`config.mk`:
```
export PLATFORM = sky130hd
export DESIGN_NAME = dphy_pkt_ctrl
export DESIGN_NICKNAME = d
export VERILOG_FILES = /design/src/rtl/csi2_pkg.sv /design/src/rtl/csi2_hdr_ecc.sv /design/src/rtl/dphy_pkt_ctrl.sv
export SDC_FILE = /design/constraint.sdc
export NUM_CORES = 1
export LEC_CHECK = 0
export CAP_MARGIN = 25
export CORE_UTILIZATION = 56
export DETAILED_ROUTE_END_ITERATION = 12
export PLACE_DENSITY = 0.82
export SLEW_MARGIN = 25
export SYNTH_ARGS = -nofsm -noshare
export SYNTH_HDL_FRONTEND = slang
export SYNTH_SLANG_ARGS = --single-unit
```
`constraint.sdc`:
```
create_clock -name clk_i -period 2.7 [get_ports clk_i]
set_input_delay 0.27 -clock clk_i [delete_from_list [all_inputs] [get_ports clk_i]]
set_output_delay 0.27 -clock clk_i [all_outputs]
set_load 0.005 [all_outputs]
```
`src/rtl/csi2_pkg.sv`:
```
// csi2_pkg: shared state encoding, CSI-2 header field widths and ECC parity masks
package csi2_pkg;
  typedef enum logic [2:0] {
    ST_IDLE,
    ST_SYNC,
    ST_HDR,
    ST_PAYLOAD,
    ST_CRC,
    ST_DONE,
    ST_EOT
  } state_t;
  localparam int DT_W  = 8;
  localparam int WC_W  = 16;
  localparam int HDR_W = DT_W + WC_W;
  localparam int ECC_W = 6;
  // Bit i of parity bit P selects header data bit D[i], D = {byte2, byte1, byte0}
  localparam logic [ECC_W-1:0][HDR_W-1:0] ECC_MASK = {
    24'hEFFC00,
    24'hDF03F0,
    24'hB8E38E,
    24'h749A6D,
    24'hF2555B,
    24'hF12CB7
  };
endpackage

```
`src/rtl/csi2_hdr_ecc.sv`:
```
// csi2_hdr_ecc: combinational CSI-2 6-bit Hamming ECC over the 24 header data bits
module csi2_hdr_ecc
  import csi2_pkg::*;
(
  input  logic [HDR_W-1:0] i_data,
  output logic [ECC_W-1:0] o_ecc
);
  for (genvar i = 0; i < ECC_W; i++) begin : g_p
    assign o_ecc[i] = ^(i_data & ECC_MASK[i]);
  end
endmodule

```
`src/rtl/dphy_pkt_ctrl.sv`:
```
// dphy_pkt_ctrl: D-PHY packet framing FSM (sync, header, payload, CRC skip); header ECC check under CSI2_HDR_ECC_EN
module dphy_pkt_ctrl
  import csi2_pkg::*;
#(
  parameter int         SYNC_TIMEOUT = 256,
  parameter logic [7:0] SHORT_DT_MAX = 8'h0F
) (
  input  logic             clk_i,
  input  logic             rst_i,
  input  logic             hs_active_i,
  input  logic             byte_valid_i,
  input  logic [7:0]       byte_i,
  output logic             enable_o,
  output logic             wait_for_sync_o,
  output logic             packet_done_o,
  output logic             hdr_valid_o,
  output logic [DT_W-1:0]  data_id_o,
  output logic [WC_W-1:0]  word_count_o,
  output logic             long_pkt_o,
  output logic             payload_valid_o,
  output logic [7:0]       payload_o,
  output logic             payload_last_o,
  output logic             ecc_err_o,
  output logic             abort_o
);
  localparam int TMO_W = $clog2(SYNC_TIMEOUT + 1);
  state_t           r_state;
  logic [HDR_W-1:0] r_hdr;
  logic [1:0]       r_hdr_cnt;
  logic [WC_W-1:0]  r_rem;
  logic             r_crc_cnt;
  logic [TMO_W-1:0] r_tmo;
  logic             r_done, r_hdr_valid, r_long_pkt, r_pay_valid, r_pay_last, r_ecc_err, r_abort;
  logic [DT_W-1:0]  r_data_id;
  logic [WC_W-1:0]  r_word_count;
  logic [7:0]       r_pay;
  logic             w_long, w_ecc_bad, w_drop;
  logic [WC_W-1:0]  w_wc;
  assign w_wc   = r_hdr[HDR_W-1:DT_W];
  assign w_long = {2'b00, r_hdr[5:0]} > SHORT_DT_MAX;
`ifdef CSI2_HDR_ECC_EN
  logic [ECC_W-1:0] w_ecc;
  csi2_hdr_ecc u_ecc (.i_data(r_hdr), .o_ecc(w_ecc));
  assign w_ecc_bad = w_ecc != byte_i[ECC_W-1:0];
`else
  assign w_ecc_bad = 1'b0;
`endif
  // Early HS exit mid-packet, except when the final CRC byte arrives in the same cycle
  assign w_drop = !hs_active_i && (r_state == ST_SYNC || r_state == ST_HDR || r_state == ST_PAYLOAD ||
                  (r_state == ST_CRC && !(byte_valid_i && r_crc_cnt)));
  assign enable_o        = r_state != ST_IDLE;
  assign wait_for_sync_o = r_state == ST_SYNC;
  assign packet_done_o   = r_done;
  assign hdr_valid_o     = r_hdr_valid;
  assign data_id_o       = r_data_id;
  assign word_count_o    = r_word_count;
  assign long_pkt_o      = r_long_pkt;
  assign payload_valid_o = r_pay_valid;
  assign payload_o       = r_pay;
  assign payload_last_o  = r_pay_last;
  assign ecc_err_o       = r_ecc_err;
  assign abort_o         = r_abort;
  // Packet FSM with registered pulses and header/payload outputs
  always_ff @(posedge clk_i or negedge rst_i) begin
    if (!rst_i) begin
      r_state      <= ST_IDLE;
      r_hdr        <= '0;
      r_hdr_cnt    <= '0;
      r_rem        <= '0;
      r_crc_cnt    <= 1'b0;
      r_tmo        <= '0;
      r_done       <= 1'b0;
      r_hdr_valid  <= 1'b0;
      r_data_id    <= '0;
      r_word_count <= '0;
      r_long_pkt   <= 1'b0;
      r_pay_valid  <= 1'b0;
      r_pay        <= '0;
      r_pay_last   <= 1'b0;
      r_ecc_err    <= 1'b0;
      r_abort      <= 1'b0;
    end else begin
      r_done      <= 1'b0;
      r_hdr_valid <= 1'b0;
      r_pay_valid <= 1'b0;
      r_pay_last  <= 1'b0;
      r_ecc_err   <= 1'b0;
      r_abort     <= 1'b0;
      if (w_drop) begin
        r_abort <= 1'b1;
        r_done  <= 1'b1;
        r_state <= ST_IDLE;
      end else begin
        case (r_state)
          ST_IDLE: if (hs_active_i) begin
            r_tmo   <= '0;
            r_state <= ST_SYNC;
          end
          ST_SYNC: if (byte_valid_i) begin
            r_hdr     <= {byte_i, r_hdr[HDR_W-1:8]};
            r_hdr_cnt <= 2'd1;
            r_state   <= ST_HDR;
          end else if (r_tmo == TMO_W'(SYNC_TIMEOUT - 1)) begin
            r_abort <= 1'b1;
            r_state <= ST_EOT;
          end else begin
            r_tmo <= r_tmo + TMO_W'(1);
          end
          ST_HDR: if (byte_valid_i) begin
            if (r_hdr_cnt != 2'd3) begin
              r_hdr     <= {byte_i, r_hdr[HDR_W-1:8]};
              r_hdr_cnt <= r_hdr_cnt + 2'd1;
            end else begin
              r_hdr_valid  <= 1'b1;
              r_data_id    <= r_hdr[DT_W-1:0];
              r_word_count <= w_wc;
              r_long_pkt   <= w_long && !w_ecc_bad;
              r_ecc_err    <= w_ecc_bad;
              r_rem        <= w_wc;
              r_crc_cnt    <= 1'b0;
              r_state      <= !(w_long && !w_ecc_bad) ? ST_DONE : (w_wc == '0 ? ST_CRC : ST_PAYLOAD);
            end
          end
          ST_PAYLOAD: if (byte_valid_i) begin
            r_pay_valid <= 1'b1;
            r_pay       <= byte_i;
            r_pay_last  <= r_rem == WC_W'(1);
            r_rem       <= r_rem - WC_W'(1);
            if (r_rem == WC_W'(1)) r_state <= ST_CRC;
          end
          ST_CRC: if (byte_valid_i) begin
            r_crc_cnt <= 1'b1;
            if (r_crc_cnt) r_state <= ST_DONE;
          end
          ST_DONE: begin
            r_done  <= 1'b1;
            r_state <= ST_EOT;
          end
          ST_EOT: if (!hs_active_i) r_state <= ST_IDLE;
          default: r_state <= ST_IDLE;
        endcase
      end
    end
  end
endmodule

```
==> metrics list <==
- The run finished with clean final reports.
* CTS tree: built
* Root Buffer: clkbuf_8
* Flop2flop setup slack: 0.30 ns
- Cell class contributing the biggest share of worst-path delay: buffers and inverters
* Placeable core region: 0.00741 sq mm
- Summed over all cells, the static leakage comes to 0.00239 uW.
- Critical Path End Type: primary output
* Crit Reg-Reg Startpoint: r_tmo[0]
* Effective utilization at floorplan: 59.0%
- Total routing usage reported by global routing: 26.4%
* Net count after synthesis: 462
- The congestion estimate from routability-driven global placement came to 0.898.
* Endpoint of the worst register-to-register path: r_tmo[3]
* Max Transition Viols Final: 0
- Proportion of synthesized chip area in sequential cells: 53.2%
- Cells traversed along the worst timing path: nor2b_1, nand2b_1, clkinv_1, clkdlybuf4s50_1
- Largest net degree at the start of global routing: 48
- Cell area after synthesis: 0.00437 sq mm
- In this run, distinct cell masters in the synthesized netlist total 56.
* Path category of the worst min-delay check: in2async
* Clock sink count: 93
* Share of synthesized registers carrying an async set or reset: 100%
- The most used flip-flop cell after synthesis is dfrtp_1.
* Worst Skew: 0.0144 ns
- Clock slew at the register clock pins of the worst setup and hold paths: 0.10 ns
- Summing all multi-input logic gate instances after layout gives 0.00187 sq mm.
- Fill cells in the final layout number 546.
* Most frequent standard cell in the layout excluding fill and tap cells: nand2_1
- Combinational family with the most area after synthesis: simple AND/OR/NAND/NOR gates
- Max Cap Violations: 0
- The synthesized netlist devotes 1.43% of its cell area to adder and majority cells.
* Storage cell area: 0.00233 sq mm
- Number of nets at the end of the flow: 514
* Total number of vias: 3481
- Worst-path cell with the longest stage delay: dfrtp_1
- The die covers 0.00816 sq mm.
- Max Freq: 0.412 GHz
- The via count of the first global-routing pass is 3521.
- The worst-case IR drop observed on VDD is 0.417 mV.
- XOR/XNOR Fraction of Synth Area: 0%
* Average wire per standard cell: 16.3 um
* Element type at the critical path start: register
- Antenna violation net count after detailed routing: 0
- During synthesis, Yosys emitted a total of 0 warnings.
- Initial antenna violation count: 0
- Hold Violations, Final: 0
- Setup repair after global routing left no endpoint under its margin.
* Post-synthesis mux area share: 7.73%
- Final TNS setup: 0 ns
- In this run the post-CTS setup repair buffer count came out at 0.
* Number of standard cells after synthesis: 445
- Counting cells, the worst reg-to-reg path comes to 9.
- In this run, placement finished with an instance count of 584.
* Fin crit period: 2.43 ns
* Worst rel slew slack: 56.8%
- Routed via count divided by cell count: 5.79
- Once detailed placement completed, the half-perimeter wirelength came to 6.67 mm.
- Summing the areas of all compound-gate instances in the mapped netlist gives 13.0% of the synthesized area.
* Clock latency on the worst-skew pair: 0.37 ns
- After floorplanning, the core was divided into 31 placement rows.
- At the worst endpoint, the required time is 2.43 ns.
- Final standard cell area without fillers: 0.00522 sq mm
- Of all nets on the critical path, the largest fanout is 17.
- Number of enable flip-flop cells after synthesis: 0
- Fraction of final layout cells sized beyond drive strength 1: 9.96%
- From bottom edge to top edge, the die measures 90.4 um.
- Seq cells post-synth: 93
- The total overflow left after global routing is 0.
* Deepest clock path buffer count: 2
* Num ports: 53
* Wire length reported by the detailed router: 9.77 mm
- Count of buffer and inverter cells on the critical path: 2
- The first global-routing pass estimated 16.9 mm of wire.
- Cell Area, Placed: 0.00499 sq mm
- On the worst path, the slowest cell contributes a delay of 0.67 ns.
- Fraction of the cycle the final worst path needs: 90.0%
- Antenna cell count: 0
- The critical path is of the reg2out type.
- The number of clock buffers added by TritonCTS is 9.
* Pwr Density: 1070 mW/mm^2
* Number of design-rule violations left by the first detailed-router iteration: 276
- First-pass DRT Iterations: 4
- Chip Width: 90.4 um
* DR DRC count: 0
- Number of cells on the critical path: 4
- In this run the tool buffered the top-level ports with 51 buffer cells.
- For this run, the number of standard cells in the final layout without fillers is 601.
* Average footprint of a synthesized cell: 9.82 sq um
- After Yosys synthesis, and, or, nand and nor cells account for 20.5% of the synthesized area.
- Setup violation total in the final timing report: 0
- Data arrival time of the critical path: 2.16 ns
- Most frequent cells in the layout: nand2_1 (111), dfrtp_1 (93), clkdlybuf4s50_1 (50)
* Measured slew at the worst slew-check pin: 0.647 ns
- Area delta synth->final: 19.4%
* H-tree levels: 3
==> cells in the mapped netlist, types with 5 or more instances <==
master,number,area (sq um)
dfrtp_1,93,2330
o21ai_0,26,130
nand2b_1,6,37.5
nand2_1,111,417
nor4_1,11,68.8
nand3_1,9,45.0
inv_1,11,41.3
or3_1,6,37.5
and3_1,5,31.3
mux2_1,6,67.6
ha_1,5,62.6
clkbuf_1,14,52.6
o22ai_1,5,31.3
nor2_1,20,75.1
a21oi_1,16,80.1
nor3_1,14,70.1
o21ai_1,5,25.0
mux2_4,18,270
==> cell families (layout without fill, tap and decap cells) <==
| kind of cell | Yosys count | after routing |
|---|---|---|
| AO/OA/AOI/OAI | 89 | 89 |
| buffers and inverters | 36 | 93 |
| other | 1 | 1 |
| multiplexers | 24 | 24 |
| flip-flops | 93 | 93 |
| AND/OR/NAND/NOR | 197 | 197 |
| adder cells (fa/ha/maj) | 5 | 5 |
==> how the worst max path moves through the flow <==
stage                           from              end  slack, ns
after detailed placement    r_tmo[0]         r_tmo[3]       0.35
after global placement      r_tmo[0]         r_tmo[2]       0.47
after CTS                 r_state[1]  wait_for_sync_o       0.29
after global routing        r_tmo[0]         r_tmo[3]       0.09
after floorplan             r_tmo[0]       r_state[1]       0.58
final                     r_state[1]  wait_for_sync_o       0.27
==> registers in the layout, summed over array words and instances (netlist names) <==
| signal | cells |
|---|---|
| r_hdr | 24 |
| payload_valid_o | 1 |
| payload_o | 8 |
| r_tmo | 9 |
| word_count_o | 16 |
| hdr_valid_o | 1 |
| r_state | 3 |
| r_rem | 16 |
| long_pkt_o | 1 |
| r_crc_cnt | 1 |
| payload_last_o | 1 |
| abort_o | 1 |
| packet_done_o | 1 |
| r_hdr_cnt | 2 |
| data_id_o | 8 |
==> power breakdown <==
| part | internal, uW | switching (uW) |
|---|---|---|
| Clock | 528 | 510 |
| Sequential | 1950 | 589 |
| Combinational | 1160 | 859 |
==> metrics by stage <==
| step | setup slack (ns) | hold WS (ns) | utilization (%) | total power, uW |
|---|---|---|---|---|
| 2_1_floorplan | 0.580 | -0.0256 | - | 3630 |
| 3_3_place_gp | 0.474 | 0.314 | 67.3 | 4440 |
| 3_5_place_dp | 0.351 | 0.318 | 67.3 | 4550 |
| 4_1_cts | 0.291 | 0.461 | 70.4 | 5610 |
| 5_1_grt | 0.0914 | 0.470 | 70.4 | 5970 |
| 6_report | 0.270 | 0.439 | 70.4 | 5590 |
==> area by class of cell <==
class / instances / share of cell area (%)
inverters: 14 / 1.01
repair buffers: 63 / 12.0
clock inverters: 6 / 1.77
clock buffers: 10 / 2.45
flip-flops and latches: 93 / 44.6
well taps: 99 / 2.37
multi-input cells: 316 / 35.8
==> layer usage <==
metal	up-vias	routed length (um)	GRT usage [%]
met4	0	211	14.0
met1	1697	4280	35.2
met5	-	0	0
met3	20	545	5.13
met2	101	4730	41.2
li1	1663	-	-
==> what timing repair did <==
action,4_1_cts,5_1_grt
gates resized for setup,0,0
hold endpoints to repair,46,0
hold buffers,1,0
==> worst register-to-register path, delay by kind of cell (launching register included) <==
kind                       cells  cell delay [ns]
AOI/OAI and AO/OA              3             0.51
adders and majority gates      2             0.44
DFF                            1             0.43
and+or+nand+nor                4             0.89
Power figures use the tool's default switching activity.
